`src/rtl/divide_pkg.sv`:
```
// Shared constants and types for the radix-16 restoring divider.
// WIDTH default, bits retired per cycle, iteration count and FSM states.
package divide_pkg;

    localparam int WIDTH_DEF      = 32;
    localparam int BITS_PER_CYCLE = 4;
    localparam int ITERATIONS     = WIDTH_DEF / BITS_PER_CYCLE;

    typedef enum logic [1:0] {
        IDLE = 2'd0,
        BUSY = 2'd1,
        DONE = 2'd2
    } state_e;

    // Number of BUSY cycles needed for an arbitrary operand width
    function automatic int iter_count(input int w);
        return w / BITS_PER_CYCLE;
    endfunction

    // Counter width that stays legal even for a single iteration
    function automatic int cnt_width(input int w);
        return (iter_count(w) > 1) ? $clog2(iter_count(w)) : 1;
    endfunction

endpackage

```
`src/rtl/div_step.sv`:
```
// One radix-2 restoring division step: shift in a dividend bit,
// compare against the divisor, subtract when it fits.
module div_step #(
    parameter int WIDTH = 32
) (
    input  logic [WIDTH:0]   rem_i,
    input  logic             bit_i,
    input  logic [WIDTH-1:0] div_i,
    output logic [WIDTH:0]   rem_o,
    output logic             q_o
);

    logic [WIDTH+1:0] shifted_w;
    logic [WIDTH+1:0] div_ext_w;
    logic             ge_w;

    // Shift/compare/conditional-subtract, one quotient bit out
    always_comb begin
        shifted_w = {rem_i, bit_i};
        div_ext_w = {2'b00, div_i};
        ge_w      = (shifted_w >= div_ext_w);
        q_o       = ge_w;
        if (ge_w) begin
            rem_o = (WIDTH+1)'(shifted_w - div_ext_w);
        end else begin
            rem_o = shifted_w[WIDTH:0];
        end
    end

endmodule

```
`src/rtl/divide.sv`:
```
// Unsigned sequential divider, 4 quotient bits per BUSY cycle.
// Divide-by-zero returns all-ones quotient and the dividend as remainder.
module divide
    import divide_pkg::*;
#(
    parameter int WIDTH = WIDTH_DEF
) (
    input  logic             clk,
    input  logic             reset,
    input  logic             start,
    input  logic [WIDTH-1:0] A,
    input  logic [WIDTH-1:0] B,
    output logic [WIDTH-1:0] D,
    output logic [WIDTH-1:0] R,
    output logic             ok,
    output logic             err
);

    localparam int BPC  = BITS_PER_CYCLE;
    localparam int ITER = iter_count(WIDTH);
    localparam int CW   = cnt_width(WIDTH);
    localparam logic [CW-1:0] CNT_LAST = CW'(ITER - 1);

    state_e           state_q;
    logic [WIDTH-1:0] a_q;
    logic [WIDTH-1:0] b_q;
    logic [WIDTH:0]   rem_q;
    logic [WIDTH-1:0] quo_q;
    logic [CW-1:0]    cnt_q;
    logic [WIDTH-1:0] d_q;
    logic [WIDTH-1:0] r_q;
    logic             ok_q;
    logic             err_q;

    logic [BPC:0][WIDTH:0] rem_c;
    logic [BPC-1:0]        qbits_w;
    logic [WIDTH:0]        rem_d;
    logic [WIDTH-1:0]      quo_d;
    logic [WIDTH-1:0]      a_d;

    assign rem_c[0] = rem_q;

    // Four cascaded radix-2 steps, dividend MSB first
    for (genvar k = 0; k < BPC; k++) begin : g_step
        div_step #(
            .WIDTH (WIDTH)
        ) u_step (
            .rem_i (rem_c[k]),
            .bit_i (a_q[WIDTH-1-k]),
            .div_i (b_q),
            .rem_o (rem_c[k+1]),
            .q_o   (qbits_w[BPC-1-k])
        );
    end

    // Next accumulator, quotient and dividend after one BUSY cycle
    always_comb begin
        rem_d = rem_c[BPC];
        quo_d = (quo_q << BPC) | WIDTH'(qbits_w);
        a_d   = a_q << BPC;
    end

    // Control FSM with operand, accumulator and output registers
    always_ff @(posedge clk or posedge reset) begin
        if (reset) begin
            state_q <= IDLE;
            a_q     <= '0;
            b_q     <= '0;
            rem_q   <= '0;
            quo_q   <= '0;
            cnt_q   <= '0;
            d_q     <= '0;
            r_q     <= '0;
            ok_q    <= 1'b0;
            err_q   <= 1'b0;
        end else begin
            unique case (state_q)
                IDLE: begin
                    if (start) begin
                        a_q   <= A;
                        b_q   <= B;
                        rem_q <= '0;
                        quo_q <= '0;
                        cnt_q <= '0;
                        ok_q  <= 1'b0;
                        err_q <= 1'b0;
                        if (B == '0) begin
                            d_q     <= '1;
                            r_q     <= A;
                            ok_q    <= 1'b1;
                            err_q   <= 1'b1;
                            state_q <= DONE;
                        end else begin
                            state_q <= BUSY;
                        end
                    end
                end
                BUSY: begin
                    a_q   <= a_d;
                    rem_q <= rem_d;
                    quo_q <= quo_d;
                    cnt_q <= cnt_q + 1'b1;
                    if (cnt_q == CNT_LAST) begin
                        d_q     <= quo_d;
                        r_q     <= rem_d[WIDTH-1:0];
                        ok_q    <= 1'b1;
                        err_q   <= 1'b0;
                        state_q <= DONE;
                    end
                end
                DONE: begin
                    if (!start) begin
                        ok_q    <= 1'b0;
                        err_q   <= 1'b0;
                        state_q <= IDLE;
                    end
                end
                default: begin
                    state_q <= IDLE;
                end
            endcase
        end
    end

    assign D   = d_q;
    assign R   = r_q;
    assign ok  = ok_q;
    assign err = err_q;

endmodule

```
`config.mk`:
```
export PLATFORM = sky130hd
export DESIGN_NAME = divide
export DESIGN_NICKNAME = d
export VERILOG_FILES = /design/src/rtl/divide_pkg.sv /design/src/rtl/div_step.sv /design/src/rtl/divide.sv
export SDC_FILE = /design/constraint.sdc
export NUM_CORES = 1
export LEC_CHECK = 0
export ABC_AREA = 1
export ABC_CLOCK_PERIOD_IN_PS = 13900
export BUFFER_PORTS_ARGS = -buffer_cell sky130_fd_sc_hd__buf_2
export CAP_MARGIN = 10
export CORE_MARGIN = 1.5
export CORE_UTILIZATION = 50
export CTS_CLUSTER_SIZE = 28
export DETAILED_ROUTE_END_ITERATION = 10
export PLACE_DENSITY_LB_ADDON = 0.15
export SYNTH_ARGS = -nofsm -noshare
export SYNTH_HDL_FRONTEND = slang
export SYNTH_HIERARCHICAL = 1
export SYNTH_SLANG_ARGS = --single-unit
```
`constraint.sdc`:
```
create_clock -name clk -period 13.9 [get_ports clk]
set_clock_uncertainty 0.1 [all_clocks]
set_input_delay 2.78 -clock clk [delete_from_list [all_inputs] [get_ports clk]]
set_output_delay 2.78 -clock clk [all_outputs]
set_load 0.05 [all_outputs]
```
==> results of run 1 <==
==> state kept, by name, summed over array words and instances, names as in the netlist <==
signal / flops
state_q: 2
D: 32
cnt_q: 3
a_q: 32
b_q: 32
quo_q: 28
rem_q: 33
err: 1
ok: 1
R: 32
==> synth_stat cells <==
master	instances
a22oi_1	1
buf_2	53
nand4_4	4
buf_1	6
nand2_1	1526
nand3_1	199
xor2_1	60
o22ai_1	29
nor3_1	21
nand3b_1	8
dfrtp_1	196
nor2_2	19
nor2_1	198
nand2_2	15
o21bai_1	4
nor2_4	4
nand3_2	34
and2_1	16
o21ai_1	5
nor3_2	4
buf_4	4
mux2_2	32
inv_2	5
clkbuf_1	32
o21ai_0	70
inv_1	731
nand3_4	4
fa_1	4
or2_1	1
ha_1	134
buf_6	19
o31ai_1	1
a31oi_1	29
nand4_1	140
a21o_1	3
a21oi_1	81
==> logic make-up after synthesis <==
family                   count (synthesis)
AO/OA/AOI/OAI                          223
XOR/XNOR                                60
adder cells (fa/ha/maj)                138
buffers and inverters                  850
flip-flops                             196
multiplexers                            32
AND/OR/NAND/NOR                       2193
==> layout make-up <==
cell class,count,area [sq um],area share
Antenna cell,1,2.50,0.000109
Clock buffer,17,425,0.0185
Clock inverter,15,195,0.00847
Inverter,736,2770,0.120
Multi-Input combinational cell,2646,13300,0.576
Sequential cell,196,4900,0.213
Tap cell,539,674,0.0293
Timing Repair Buffer,150,796,0.0345
==> worst max-delay path, delay by kind of cell, from the launching register on <==
kind,cells,cell delay [ps]
AOI/OAI and AO/OA,2,230
adders and majority gates,4,1570
buffers and inverters,6,560
DFF,1,600
and+or+nand+nor,43,8120
==> placed cells by master (no fill, tap or decap), drive strengths merged <==
cell,n
dfrtp,196
o22ai,29
xor2,60
mux2,32
inv,745
diode,1
clkbuf,17
buf,150
nor2,221
nand3b,8
or2,1
nand4,144
a31oi,29
o21bai,4
o31ai,1
and2,16
nand2,1541
a21oi,81
nand3,237
bufinv,1
clkinv,5
ha,134
a21o,3
fa,4
nor3,25
a22oi,1
o21ai,75
==> through the flow <==
step / hold slack, ps / setup slack, ps / utilization
after floorplan: 369 / 5680 / -
after global placement: 350 / 3060 / 0.531
after detailed placement: 353 / 2950 / 0.531
after CTS: 375 / 2910 / 0.546
after global routing: 390 / 1840 / 0.546
final: 374 / 2550 / 0.546
==> worst paths after layout <==
check / endpoint / from / cells after the start / slack (ps)
max: R[29]$_DFFE_PP0P_ / b_q[7]$_DFFE_PP0P_ / 55 / 2550
min: D[8]$_DFFE_PP0P_ / D[8]$_DFFE_PP0P_ / 2 / 370
min reg2reg: D[8]$_DFFE_PP0P_ / D[8]$_DFFE_PP0P_ / 2 / 370
min in group asynchronous: D[23]$_DFFE_PP0P_ / reset / 2 / 2390
max reg2reg: R[29]$_DFFE_PP0P_ / b_q[7]$_DFFE_PP0P_ / 55 / 2550
max in group asynchronous: b_q[16]$_DFFE_PP0P_ / reset / 3 / 9720
==> layer usage <==
| metal | routed length [microns] | up-vias | track usage |
|---|---|---|---|
| met4 | 3370 | 4 | 0.140 |
| li1 | - | 11400 | - |
| met1 | 36800 | 10800 | 0.533 |
| met5 | 35 | - | 0 |
| met3 | 8580 | 161 | 0.0776 |
| met2 | 35800 | 1172 | 0.570 |
==> impl_metrics.py, run 1 <==
metrics = {
    "detailed_routing": {
        "wirelength_microns": 84600,
        "ant_nets": 0,
        "drtPass1Iterations": 6,
        "vias_per_cell": 5.48,
        "route.detailed.drc": 0,
        "num_vias": 23600,
        "routedWlPerCell_microns": 19.7,
        "drtIter0Drc": 2601,
    },
    "placement": {
        "dpl.hpwl_microns": 68200,
        "io_buffers": 132,
        "place_inst": 4267,
        "placed_area_sq_um": 22400,
        "place.gp.congestion": 1.03,
    },
    "floorplanning": {
        "core_area_sq_um": 42200,
        "row_count": 75,
        "start_util": 0.511,
        "dieArea_sq_um": 44400,
        "fp.dieW_microns": 211,
        "io-pin-count": 133,
        "die_h_microns": 211,
    },
    "cts": {
        "cts_tree": "yes",
        "cts_resized": 0,
        "clk_pin_slew_ps": 80,
        "htree_levels": 4,
        "ctsHoldBuffers": 0,
        "cts_buffers": 17,
        "clockRootBuffer": "clkbuf_16",
        "postCtsSetupBuffers": 0,
        "clkLatencyLatePin_ps": 450,
        "clock_sinks": 196,
        "clock_path_buffers": 2,
    },
    "timing": {
        "worst_pin_slew_ps": 973,
        "finalSetupViolCount": 0,
        "maxSlewHeadroom": 0.351,
        "tns_ps": 0,
        "min_period_ps": 11350,
        "rsz0062_at_grt": "false",
        "clock.fmax_ghz": 0.0881,
        "finalHoldViolCount": 0,
        "slew_violations": 0,
        "final.period_utilization": 0.817,
    },
    "global_routing": {
        "grt_overflow": 0,
        "grt_first_pass_wirelength_microns": 127000,
        "grt_use_total": 0.379,
        "grt_pass1_vias": 21500,
        "grt_max_degree": 123,
        "antenna_found_initial": 2,
    },
    "setup_path": {
        "slowest_stage": "nor2_2",
        "crit_path_max_incr_delay_ps": 710,
        "critPathMostFrequentCell": "nand2_1",
        "cp_max_fo": 34,
        "cp-start-kind": "flip-flop",
        "critPathKind": "flip-flop to flip-flop",
        "worst_ep_required_time_ps": 14150,
        "worstPathArrival_ps": 11600,
        "worst_setup_path_end_kind": "flip-flop",
    },
    "logic_synthesis": {
        "ys_seq_elements": 196,
        "synthMuxAreaShare": 0.0167,
        "ys_seq_area_frac": 0.227,
        "yosys.area_share.simple": 0.436,
        "synth_xor_area_frac": 0.0244,
        "synth_area_sq_um": 21600,
        "synth_top_area_cell": "nand2_1",
        "syn_inst": 3692,
        "synth_top_family_by_area": "simple AND/OR/NAND/NOR gates",
        "yosys.area_share.adder": 0.0814,
        "synth_compound_area_frac": 0.0561,
        "synth_top_area_share": 0.265,
        "yosysWarnings": 6,
        "yosys-top-cells-area": "nand2_1, dfrtp_1, inv_1",
        "synth_nets": 3897,
        "syn_avg_cell_area_sq_um": 5.85,
        "ys_types": 36,
    },
    "layout": {
        "fin_cells": 4300,
        "fillers": 4547,
        "final_cell_area_sq_um": 23000,
        "final_nets": 3952,
        "syn2layout_area_growth_pct": 6.80,
        "drive_gt1_frac": 0.0819,
    },
    "run_status": {
        "status": "finished, final reports clean",
    },
    "hold_path": {
        "hold_path.class": "flip-flop to flip-flop",
    },
    "flow_run": {
        "cap_viol_max_count": 0,
    },
}
Power of run 1 is not shown: default switching activity piles up to over one toggle a cycle in this logic, so the estimate is an artifact.
==> inputs of run 2 (changes only) <==
--- a/config.mk
+++ b/config.mk
@@ -6,7 +6,7 @@
 export NUM_CORES = 1
 export LEC_CHECK = 0
 export ABC_AREA = 1
-export ABC_CLOCK_PERIOD_IN_PS = 13900
+export ABC_CLOCK_PERIOD_IN_PS = 9100
 export BUFFER_PORTS_ARGS = -buffer_cell sky130_fd_sc_hd__buf_2
 export CAP_MARGIN = 10
 export CORE_MARGIN = 1.5
==> constraint.sdc (replaced) <==
create_clock -name clk -period 9.1 [get_ports clk]
set_clock_uncertainty 0.1 [all_clocks]
set_input_delay 1.82 -clock clk [delete_from_list [all_inputs] [get_ports clk]]
set_output_delay 1.82 -clock clk [all_outputs]
set_load 0.05 [all_outputs]
==> run 2 against run 1 <==
Effect of this change:
- routed wire length fell by 1.8%
- count of clock-buffer cells in the layout is the same
- via count barely moved
- flip-flop and latch count unchanged
- critical path depth down 6
- sequential share of layout area decreased by 0.42 points
- global-route usage shrank 0.47 points
- register-to-register slack got worse by 2100 ps
- design area increased by 2.2%
- utilization is 1.2 points higher
==> impl_metrics.py, run 2 (same netlist as run 1, synthesis figures left out) <==
metrics = {
    "global_routing": {
        "grt_first_pass_wirelength_microns": 126000,
        "grt_overflow": 0,
        "grt_pass1_vias": 21500,
        "grt_max_degree": 122,
        "grt_use_total": 0.374,
        "antenna_found_initial": 2,
    },
    "floorplanning": {
        "io-pin-count": 133,
        "dieArea_sq_um": 44400,
        "die_h_microns": 211,
        "fp.dieW_microns": 211,
        "row_count": 75,
        "core_area_sq_um": 42200,
        "start_util": 0.511,
    },
    "timing": {
        "worst_pin_slew_ps": 984,
        "clock.fmax_ghz": 0.115,
        "slew_violations": 0,
        "tns_ps": 0,
        "maxSlewHeadroom": 0.344,
        "rsz0062_at_grt": "false",
        "min_period_ps": 8700,
        "finalSetupViolCount": 0,
        "finalHoldViolCount": 0,
        "final.period_utilization": 0.956,
    },
    "layout": {
        "antenna_cells": 0,
        "final_nets": 4016,
        "mostFrequentLayoutCell": "nand2_1",
        "syn2layout_area_growth_pct": 9.18,
        "top_register": "rem_q",
        "fillers": 4470,
        "drive_gt1_frac": 0.0991,
        "layout_common_cells": "nand2_1, inv_1, nand3_1",
        "fin_cells": 4362,
        "largest_reg_flops": 33,
    },
    "detailed_routing": {
        "routedWlPerCell_microns": 19.0,
        "wirelength_microns": 83000,
        "ant_nets": 0,
        "num_vias": 23600,
        "vias_per_cell": 5.41,
        "drtIter0Drc": 2586,
        "route.detailed.drc": 0,
        "drtPass1Iterations": 6,
    },
    "placement": {
        "dpl.hpwl_microns": 67400,
        "place.gp.congestion": 1.06,
        "place_inst": 4325,
        "io_buffers": 132,
    },
    "hold_path": {
        "hold_depth": 2,
        "hold_path.class": "flip-flop to flip-flop",
        "hold_end": "D[1]$_DFFE_PP0P_",
        "hold_path.startpoint": "D[1]$_DFFE_PP0P_",
    },
    "cts": {
        "htree_levels": 4,
        "clk_pin_slew_ps": 80,
        "clockRootBuffer": "clkbuf_16",
        "clock_path_buffers": 2,
        "clkLatencyLatePin_ps": 450,
        "cts_buffers": 17,
        "cts_tree": "yes",
        "clock_sinks": 196,
    },
    "setup_path": {
        "worst_ep_required_time_ps": 9390,
        "timing.rr.end": "R[11]$_DFFE_PP0P_",
        "slowest_stage": "dfrtp_1",
        "cpLargestDelayFamily": "simple AND/OR/NAND/NOR gates",
        "crit_path_max_incr_delay_ps": 580,
        "rr_startpoint": "b_q[25]$_DFFE_PP0P_",
        "cp.depth": 49,
        "rrSetupSlack_ps": 400,
        "worst_setup_path_end_kind": "flip-flop",
        "worstPathArrival_ps": 8990,
        "path_buf_inv": 11,
        "cp_max_fo": 32,
        "critPathMostFrequentCell": "nand2_1",
        "rr_worst_depth": 49,
        "cp-start-kind": "flip-flop",
        "critPathKind": "flip-flop to flip-flop",
    },
    "run_status": {
        "status": "finished, final reports clean",
    },
    "flow_run": {
        "cap_viol_max_count": 0,
    },
}
[run 2: cell types whose count changed in the layout (fill, tap and decap cells not counted), sizes merged]
cell,delta
inv,-4
diode,-1
clkinvlp,+2
nand3,+1
clkinv,+1
buf,+63
[run 2: timing repair]
item                       4_1_cts  5_1_grt
resized for setup                0       12
hold buffers                     0        0
setup buffers                    0        5
setup endpoints to repair        0       57
[run 2: layout make-up]
type                    instances  area (sq um)  area share
clock inverters                14           164     0.00696
well taps                     539           674      0.0286
inverters                     736          2770       0.118
repair buffers                213          1320      0.0559
multi-input cells            2647         13300       0.564
clock buffers                  17           425      0.0181
flip-flops and latches        196          4910       0.209
[run 2: tightest hold or removal path: cells and delay by family (launching register included)]
family,cells,cell delay [ps]
DFF,1,340
and+or+nand+nor,2,100
[run 2: how the worst max path moves through the flow]
stage,from,to,slack [ps]
after global placement,b_q[21]$_DFFE_PP0P_,R[11]$_DFFE_PP0P_,350
final,b_q[25]$_DFFE_PP0P_,R[11]$_DFFE_PP0P_,400
after global routing,b_q[22]$_DFFE_PP0P_,R[1]$_DFFE_PP0P_,5
after floorplan,reset,D[0]$_DFFE_PP0P_,1840
after detailed placement,b_q[20]$_DFFE_PP0P_,R[11]$_DFFE_PP0P_,430
after CTS,b_q[20]$_DFFE_PP0P_,R[11]$_DFFE_PP0P_,390
[run 2: through the flow]
stage | instance area [sq um] | util | hold WS, ps | setup WS [ps]
global route | 23600 | 0.558 | 391 | 5.33
global placement | 22900 | 0.542 | 350 | 346
CTS | 23500 | 0.556 | 371 | 394
finish | 23600 | 0.558 | 372 | 404
floorplan | 21600 | - | 369 | 1840
detailed placement | 22900 | 0.542 | 354 | 426
[run 2: routing by layer]
layer  wire length (microns)  part of all wire  global-route usage
met1                   36600              0.44               0.530
met2                   34400              0.41               0.554
met3                    9350              0.11               0.104
met4                    2630             0.032               0.104
met5                      13           0.00016                   0
Power of run 2 is left out for the same reason.
